## src/rtl/mtm_alu_ctrl.sv

```systemverilog
// mtm_alu_ctrl: sequencer between the request deserializer, the ALU and the
// response serializer. Accepts one request at a time and validates it. Legal
// requests are launched on the ALU with a completion timeout. The 3-bit result
// CRC is computed serially, and a data or error response is presented to the
// serializer.
// Optional build macro: MTM_ALU_CTRL_STATS_EN adds saturating response
// counters stat_ok / stat_err.
module mtm_alu_ctrl #(
  parameter int ALU_TIMEOUT = 15
) (
  input  logic        clk,
  input  logic        rst,
  input  logic        in_valid,
  output logic        in_ready,
  input  logic [31:0] in_a,
  input  logic [31:0] in_b,
  input  logic [2:0]  in_op,
  input  logic [5:0]  in_err,
  output logic [31:0] alu_a,
  output logic [31:0] alu_b,
  output logic [2:0]  alu_op,
  output logic        alu_start,
  input  logic        alu_done,
  input  logic [31:0] alu_c,
  input  logic [3:0]  alu_flags,
  output logic        tx_valid,
  input  logic        tx_ready,
  output logic        tx_err,
  output logic [31:0] tx_c,
  output logic [7:0]  tx_ctl
`ifdef MTM_ALU_CTRL_STATS_EN
  ,
  output logic [15:0] stat_ok,
  output logic [15:0] stat_err
`endif
);

  typedef enum logic [1:0] {IDLE = 2'd0, EXEC = 2'd1, CRC = 2'd2, SEND = 2'd3} state_t;

  localparam logic [7:0] TMO_LAST = 8'(ALU_TIMEOUT - 1);
  localparam logic [5:0] BIT_LAST = 6'd36;
  localparam logic [5:0] ERR_OP   = 6'b001001;

  state_t      state_q;
  state_t      state_d;
  logic [7:0]  tmo_cnt;
  logic [5:0]  bit_cnt;
  logic [31:0] c_p1;
  logic [3:0]  flags_p1;
  logic [2:0]  crc_p1;
  logic [2:0]  crc_next;
  logic [36:0] msg;
  logic        msg_bit;
  logic        op_legal;
  logic        req_err;
  logic        accept;
  logic        exec_done;
  logic        exec_tmo;
  logic        crc_last;
  logic        handshake;

  // One CRC step for polynomial x^3+x+1, message bit entering MSB first.
  function automatic logic [2:0] crc_step(input logic [2:0] crc, input logic b);
    logic fb;
    fb = crc[2] ^ b;
    return {crc[1], crc[0] ^ fb, fb};
  endfunction

  // Error control byte: marker bit, flags, and a parity bit that makes the byte even.
  function automatic logic [7:0] err_ctl(input logic [5:0] flags);
    return {1'b1, flags, ^{1'b1, flags}};
  endfunction

  assign op_legal = (in_op == 3'b000) || (in_op == 3'b001) ||
                    (in_op == 3'b100) || (in_op == 3'b101);
  assign req_err  = (in_err != 6'd0) || !op_legal;

  // CRC message is the result word, a zero spacer and the flags, walked MSB first.
  assign msg      = {c_p1, 1'b0, flags_p1};
  assign msg_bit  = msg[BIT_LAST - bit_cnt];
  assign crc_next = crc_step(crc_p1, msg_bit);

  // State register.
  always_ff @(posedge clk or posedge rst) begin
    if (rst) state_q <= IDLE;
    else     state_q <= state_d;
  end

  // Next-state selection and the per-state events that drive the registered outputs.
  always_comb begin
    state_d   = state_q;
    accept    = 1'b0;
    exec_done = 1'b0;
    exec_tmo  = 1'b0;
    crc_last  = 1'b0;
    handshake = 1'b0;
    case (state_q)
      IDLE: begin
        if (in_valid && in_ready) begin
          accept  = 1'b1;
          state_d = req_err ? SEND : EXEC;
        end
      end
      EXEC: begin
        // A completion in the timeout cycle still counts as a completion.
        if (alu_done) begin
          exec_done = 1'b1;
          state_d   = CRC;
        end else if (tmo_cnt == TMO_LAST) begin
          exec_tmo = 1'b1;
          state_d  = SEND;
        end
      end
      CRC: begin
        if (bit_cnt == BIT_LAST) begin
          crc_last = 1'b1;
          state_d  = SEND;
        end
      end
      SEND: begin
        if (tx_valid && tx_ready) begin
          handshake = 1'b1;
          state_d   = IDLE;
        end
      end
      default: state_d = IDLE;
    endcase
  end

  // Registered outputs and control counters.
  always_ff @(posedge clk or posedge rst) begin
    if (rst) begin
      in_ready  <= 1'b1;
      alu_start <= 1'b0;
      alu_a     <= '0;
      alu_b     <= '0;
      alu_op    <= 3'b000;
      tx_valid  <= 1'b0;
      tx_err    <= 1'b0;
      tx_c      <= '0;
      tx_ctl    <= 8'h00;
      tmo_cnt   <= '0;
      bit_cnt   <= '0;
    end else begin
      alu_start <= 1'b0;
      if (accept) begin
        in_ready <= 1'b0;
        if (req_err) begin
          tx_valid <= 1'b1;
          tx_err   <= 1'b1;
          tx_c     <= '0;
          tx_ctl   <= err_ctl((in_err != 6'd0) ? in_err : ERR_OP);
        end else begin
          alu_a     <= in_a;
          alu_b     <= in_b;
          alu_op    <= in_op;
          alu_start <= 1'b1;
          tmo_cnt   <= '0;
        end
      end
      if (state_q == EXEC && !exec_done && !exec_tmo) tmo_cnt <= tmo_cnt + 8'd1;
      if (exec_tmo) begin
        tx_valid <= 1'b1;
        tx_err   <= 1'b1;
        tx_c     <= '0;
        tx_ctl   <= err_ctl(ERR_OP);
      end
      if (exec_done) bit_cnt <= '0;
      if (state_q == CRC) bit_cnt <= crc_last ? 6'd0 : bit_cnt + 6'd1;
      if (crc_last) begin
        tx_valid <= 1'b1;
        tx_err   <= 1'b0;
        tx_c     <= c_p1;
        tx_ctl   <= {1'b0, flags_p1, crc_next};
      end
      if (handshake) begin
        tx_valid <= 1'b0;
        in_ready <= 1'b1;
      end
    end
  end

  // ---- stage p1: ALU result capture and serial CRC accumulation ----
  always_ff @(posedge clk) begin
    if (exec_done) begin
      c_p1     <= alu_c;
      flags_p1 <= alu_flags;
      crc_p1   <= 3'b000;
    end else if (state_q == CRC) begin
      crc_p1 <= crc_next;
    end
  end

`ifdef MTM_ALU_CTRL_STATS_EN
  // Saturating 16-bit increment.
  function automatic logic [15:0] sat_inc(input logic [15:0] v);
    return (v == 16'hFFFF) ? v : v + 16'd1;
  endfunction

  // Count accepted data and error responses.
  always_ff @(posedge clk or posedge rst) begin
    if (rst) begin
      stat_ok  <= '0;
      stat_err <= '0;
    end else if (handshake) begin
      if (tx_err) stat_err <= sat_inc(stat_err);
      else        stat_ok  <= sat_inc(stat_ok);
    end
  end
`endif

endmodule

```

## config.mk

```make
export PLATFORM = sky130hd
export DESIGN_NAME = mtm_alu_ctrl
export DESIGN_NICKNAME = d
export VERILOG_FILES = /design/src/rtl/mtm_alu_ctrl.sv
export SDC_FILE = /design/constraint.sdc
export NUM_CORES = 1
export LEC_CHECK = 0
export ABC_AREA = 1
export BUFFER_PORTS_ARGS = -buffer_cell sky130_fd_sc_hd__buf_2
export CAP_MARGIN = 15
export CORE_MARGIN = 5
export CORE_UTILIZATION = 51
export DETAILED_ROUTE_END_ITERATION = 12
export GPL_ROUTABILITY_DRIVEN = 0
export GPL_TIMING_DRIVEN = 0
export PLACE_DENSITY_LB_ADDON = 0.12
export SETUP_SLACK_MARGIN = 0.02
export SLEW_MARGIN = 15
export SYNTH_ARGS = -nofsm -noshare
export SYNTH_HDL_FRONTEND = slang
export SYNTH_SLANG_ARGS = --single-unit
```

## constraint.sdc

```tcl
create_clock -name clk -period 4.05 [get_ports clk]
set_input_delay 0.2025 -clock clk [delete_from_list [all_inputs] [get_ports clk]]
set_output_delay 0.2025 -clock clk [all_outputs]
set_load 0.1 [all_outputs]
```

# After elaboration in Yosys (flattened, before gate mapping)
# Index checks and enable logic that the tools add are counted.
# word_totals
input_bits	114
regBits	166
word_cells	107
# classes
n_lt_le_gt_ge	1
n_addsub	3
n_mux	45
n_reduce_logical	27
n_bitwise	3
n_eq_ne	13
# op_table
op	count
32-bit 2-to-1 mux	4
8-bit 2-to-1 mux	7
6-bit 2-to-1 mux	4
1-bit 2-to-1 mux	22
2-bit 2-to-1 mux	6
8-bit by 1-bit adder with 8-bit output, second input constant	1
8-bit by 4-bit == test with 1-bit output, second input constant	1
2-bit case mux with 4 select lines	1
2-bit AND reduction	4
4-bit nonzero test	2
6-bit by 7-bit less-than comparator with 1-bit output, second input constant	1
7-bit parity	1
6-bit by 1-bit adder with 6-bit output, second input constant	1
1-bit binary-select mux with 6-bit select	1
3-bit == test, second input constant	2
6-bit == test, second input constant	1
2-bit != test, second input constant	3
2-bit nonzero test	3
3-bit nonzero test	2
6-bit nonzero test	1
6-bit subtractor, first input constant	1
2-bit == test, second input constant	2
1-bit logical AND	4
1-bit logical OR	4
other kinds (10)	13

# Logic depth before layout (Yosys ltp)
# depth
depth_word	11
ltp_mapped	17
ltp_nobuf	15

# Least setup slack after synthesis
# Ideal clock, no wire load.
# synth_path
path_type	flip-flop to flip-flop
start	reg state_q[1]
end	reg bit_cnt[4]
required_ns	3.927
stages_incl_launch_ff	12
arrival_ns	2.154
synth_period_minus_slack_ns	2.277
slack_ns	1.773
setup_ns	0.123
path_cell_list	dfrtp_1 -> inv_1 -> ha_1 -> nand2_1 -> inv_1 -> nor2_1 -> clkinv_1 -> nand2_1 -> nor2_1 -> nand2_1 -> o22ai_1 -> a21oi_1
# synth_lines
element	line_no	rtl
start, declared	44	state_t state_q;
start signal, assigned	86	else state_q <= state_d;
2-bit by 1-bit == test with 1-bit output	97	case (state_q)
1-bit 2-to-1 mux	97	
net exec_done	57	logic exec_done;
2-bit nonzero test (no line)	--	
end signal, assigned	169	if (state_q == CRC) bit_cnt <= crc_last ? 6'd0 : bit_cnt + 6'd1;
end, declared	47	logic [5:0] bit_cnt;
# The timed path passes the listed nets, and every way through them passes these cells.
# A chain may end at the register's enable or synchronous reset.

# Final worst setup path
# layout_path
start	reg bit_cnt[0]
end	reg tx_ctl[0]
# layout_between
elab_chain_len	5
# layout_lines
element	line_no	rtl
6-bit subtractor or 6-bit == test (tied branches)	80, 115	
1-bit binary-select mux with 6-bit select or 1-bit 2-to-1 mux (tied branches)	80, 115	
1-bit 2-to-1 mux, on equally long branches	80, 97	
1-bit bitwise XOR or 3-bit nonzero test (tied branches)	--	
8-bit 2-to-1 mux or 2-bit AND reduction (tied branches)	--	
end signal, assigned	152	tx_ctl <= err_ctl((in_err != 6'd0) ? in_err : ERR_OP);
end signal, assigned	166	tx_ctl <= err_ctl(ERR_OP);
end signal, assigned	174	tx_ctl <= {1'b0, flags_p1, crc_next};
end, declared	30	output logic [7:0] tx_ctl
# Several ways; a longest one is shown, not always the timed one. The select of a mux whose other input is x is not followed.

==> load_flow_metrics.sql <==
INSERT INTO impl_metrics (metric_group, metric, value, unit) VALUES
('setup_path', 'reg2reg_slack', '1.40', 'ns'),
('floorplanning', 'die_x', '126', 'um'),
('detailed_routing', 'drt_wl_total', '21200', 'um'),
('setup_path', 'critPathArrivalTime', '2.95', 'ns'),
('final_layout', 'post_layout_nonfiller_instances', '1237', ''),
('clock_tree', 'cts-htree-levels', '4', ''),
('setup_path', 'path_max_fanout', '10', ''),
('setup_path', 'endpoint_kind', 'flip-flop', ''),
('floorplanning', 'floorplan.rows', '42', ''),
('place', 'placement.setup.worst_slack', '1.46', 'ns'),
('setup_path', 'timing.critical_path.cells', 'inv_1 -> buf_2 -> ha_1 -> buf_4 -> inv_1 -> buf_2 -> nand3_1 -> o21ai_0 -> a21o_2 -> nand3_2 -> nand2_1 -> nand2_1 -> nand3_1 -> nand2_1', ''),
('setup_path', 'critical_setup_path_kind', 'flip-flop to flip-flop', ''),
('clock_tree', 'clk_latency', '0.42', 'ns'),
('worst_hold_path', 'holdPathStages', '3', ''),
('timing', 'final-max-slew-violation-count', '0', ''),
('power', 'total_leakage_power', '5.35', 'nW'),
('final_layout', 'area_delta_synth_final', '43.0', '%'),
('synthesis', 'postSynthNetCount', '827', ''),
('floorplanning', 'die-height', '126', 'um'),
('power', 'cellPowerDensity', '656', 'nW/um2'),
('setup_path', 'timing.critical_path.buf_inv', '5', ''),
('clock_tree', 'cts.repair_timing.setup_buffer_count', '0', ''),
('synthesis', 'synthArstFlopShare', '76.4', '%'),
('final_layout', 'num_antenna_cells', '0', ''),
('timing', 'tightestPinTransition', '0.522', 'ns'),
('detailed_routing', 'drt_pre_antenna_iters', '5', ''),
('synthesis', 'synth_area_leaders', 'sky130_fd_sc_hd__dfrtp_1 45%, sky130_fd_sc_hd__edfxtp_1 16%, sky130_fd_sc_hd__nand2_1 15%', ''),
('final_layout', 'ratio_of_cells_with_drive_above_1_in_the_final_layout', '29.0', '%'),
('global_routing', 'groute.usage.overall', '26.9', '%'),
('synthesis', 'postSynthCellCount', '704', ''),
('global_routing', 'number_of_global_route_vias_before_repair', '6822', ''),
('place', 'port_buffers', '224', ''),
('worst_hold_path', 'hold_start', 'in_a[31]', ''),
('synthesis', 'ys_ff_latch', '165', ''),
('detailed_routing', 'drc_errors', '0', ''),
('setup_path', 'worst_setup_path_start_kind', 'flip-flop', ''),
('clock_tree', 'cts-hold-fix-buffers', '99', ''),
('worst_hold_path', 'worst_hold_path_type', 'input port to flip-flop', ''),
('place', 'detailedPlacementHpwl', '13700', 'um'),
('clock_tree', 'clock_sinks', '165', ''),
('clock_tree', 'tritoncts', 'built', ''),
('synthesis', 'synth_edf_count', '36', ''),
('setup_path', 'worstReg2RegStart', 'bit_cnt[0]', ''),
('job', 'max-cap-violations', '0', ''),
('setup_path', 'critical-path-top-delay-family', 'buffers and inverters', ''),
('detailed_routing', 'vias_per_cell', '5.16', ''),
('floorplanning', 'initial_core_util', '52.2', '%'),
('final_layout', 'nNetsFinal', '1171', ''),
('timing', 'post-route-worst-setup-slack', '1.40', 'ns'),
('setup_path', 'timing.critical_path.required', '4.35', 'ns'),
('timing', 'final-setup-viol-count', '0', ''),
('outcome', 'run_status', 'finished, final reports clean', ''),
('global_routing', 'grt_first_pass_wirelength', '34200', 'um'),
('global_routing', 'grt_overflow', '0', ''),
('timing', 'fmax', '378', 'MHz'),
('global_routing', 'grt_start_max_net_pins', '74', ''),
('timing', 'final_period_minus_worst_setup_slack', '2.65', 'ns'),
('worst_hold_path', 'worst_hold_path.endpoint', 'alu_a[31]', ''),
('clock_tree', 'cts-root-buf', 'sky130_fd_sc_hd__clkbuf_16', ''),
('final_layout', 'postLayoutCoreUtil', '74.6', '%'),
('timing', 'finClkSkew', '0.0150', 'ns'),
('setup_path', 'timing.rr.end', 'tx_ctl[0]', ''),
('synthesis', 'yosysMostFrequentCell', 'sky130_fd_sc_hd__nand2_1', ''),
('synthesis', 'mappedNetlistArea', '6910', 'um2'),
('floorplanning', 'dieArea', '16000', 'um2'),
('clock_tree', 'largest_buffer_count_on_any_clock_path', '2', ''),
('power', 'total_power', '6.48', 'mW'),
('setup_path', 'worst_r2r_path_depth', '14', ''),
('final_layout', 'n_fill_cell', '894', ''),
('synthesis', 'synth_common_cells', '281 x sky130_fd_sc_hd__nand2_1, 125 x sky130_fd_sc_hd__dfrtp_1, 44 x sky130_fd_sc_hd__inv_1, 44 x sky130_fd_sc_hd__nand3_1, 36 x sky130_fd_sc_hd__edfxtp_1', ''),
('timing', 'final-hold-violation-count', '0', '');
-- how the worst max path moves through the flow --
stage	from	end	cells after the start
after floorplan	rst	alu_a[0]	1
after global placement	rst	alu_b[30]	2
after detailed placement	bit_cnt[0]	tx_ctl[0]	17
after CTS	bit_cnt[0]	tx_ctl[0]	17
after global routing	bit_cnt[0]	tx_ctl[1]	17
final	bit_cnt[0]	tx_ctl[0]	14
-- worst register-to-register path: cells and delay by family (launching register included) --
| kind | cells | cell delay [ns] |
|---|---|---|
| buffers and inverters | 5 | 0.89 |
| adder cells (fa/ha/maj) | 1 | 0.27 |
| flip-flops | 1 | 0.41 |
| AO/OA/AOI/OAI | 2 | 0.46 |
| AND/OR/NAND/NOR | 6 | 0.52 |
-- layout make-up --
type	count	area (um2)	area share (%)
buffer	28	184	1.86
clock buffer	18	429	4.34
clock inverter	14	159	1.61
inverter	49	189	1.91
multi-input combinational	462	2240	22.7
sequential	165	4300	43.5
tap	176	220	2.23
timing repair buffer	325	2160	21.9
-- state kept, by name (all words and copies together) (netlist names) --
signal     count
tx_valid       1
bit_cnt        6
alu_a         32
tx_c          32
alu_start      1
alu_op         3
tx_ctl         7
in_ready       1
tx_err         1
flags_p1       4
state_q        2
alu_b         32
crc_p1         3
tmo_cnt        8
c_p1          32
-- routing by layer --
metal | global-route usage [%] | vias to the layer above | part of all wire (%)
met4 | 9.15 | 0 | 2.4
met3 | 7.61 | 42 | 7.1
met2 | 47.3 | 269 | 52
met5 | 0 | - | 0
li1 | - | 2978 | -
met1 | 31.9 | 3097 | 39
-- stage by stage --
step | hold WS [ns] | cell area, um2 | TNS [ns]
2_1_floorplan | 0.301 | 6910 | 0
3_3_place_gp | 0.380 | 8250 | -108.45
3_5_place_dp | 0.279 | 8300 | 0
4_1_cts | 0.00220 | 9880 | 0
5_1_grt | 0.0186 | 9880 | 0
6_report | 0.0166 | 9880 | 0
-- where the power goes --
group          internal (mW)  leakage, nW  switching [mW]
clock                  0.964        0.285           0.655
combinational          0.684         3.00            2.03
sequential              1.97         2.06           0.176
-- layout by cell type (no fill, tap or decap), types with 2 or more instances in the layout --
cell                            Yosys  final
sky130_fd_sc_hd__buf_2             12    236
sky130_fd_sc_hd__dfxtp_1            3      3
sky130_fd_sc_hd__o21ai_2            2      2
sky130_fd_sc_hd__clkinv_1           1      3
sky130_fd_sc_hd__nand4_1            3      3
sky130_fd_sc_hd__nor3_1             3      3
sky130_fd_sc_hd__ha_1               9      9
sky130_fd_sc_hd__o21ai_0           13     13
sky130_fd_sc_hd__clkinv_2           0      4
sky130_fd_sc_hd__inv_6              0      2
sky130_fd_sc_hd__nand3_2            5      5
sky130_fd_sc_hd__clkinvlp_4         0      2
sky130_fd_sc_hd__clkbuf_16          0     17
sky130_fd_sc_hd__dfrtp_1          125    125
sky130_fd_sc_hd__o22ai_1           10     10
sky130_fd_sc_hd__nand3_1           44     44
sky130_fd_sc_hd__dlygate4sd3_1      0     99
sky130_fd_sc_hd__buf_6              4      4
sky130_fd_sc_hd__a22o_1            28     28
sky130_fd_sc_hd__nor2_4             2      2
sky130_fd_sc_hd__nand2_2            5      5
sky130_fd_sc_hd__nor2_1            20     20
sky130_fd_sc_hd__a21oi_1           13     13
sky130_fd_sc_hd__buf_4              9      9
sky130_fd_sc_hd__nand2_1          281    281
sky130_fd_sc_hd__o21ai_1            3      3
sky130_fd_sc_hd__nor2_2             3      3
sky130_fd_sc_hd__edfxtp_1          36     36
sky130_fd_sc_hd__a211oi_1           2      2
sky130_fd_sc_hd__xor2_1             6      6
sky130_fd_sc_hd__inv_2              4      5
sky130_fd_sc_hd__inv_1             44     42
sky130_fd_sc_hd__bufinv_16          0      3
sky130_fd_sc_hd__clkbuf_1           3      4
sky130_fd_sc_hd__clkinv_4           0      2
-- kinds of logic after synthesis --
logic type      after synthesis  synth area share, %
xor+xnor                      7                0.888
compound gates               76                 7.59
buf+inv                      77                 5.33
flops                       165                 62.2
fa+ha+maj                     9                 1.63
simple gates                370                 22.4
(Power assumes the default switching activity.)
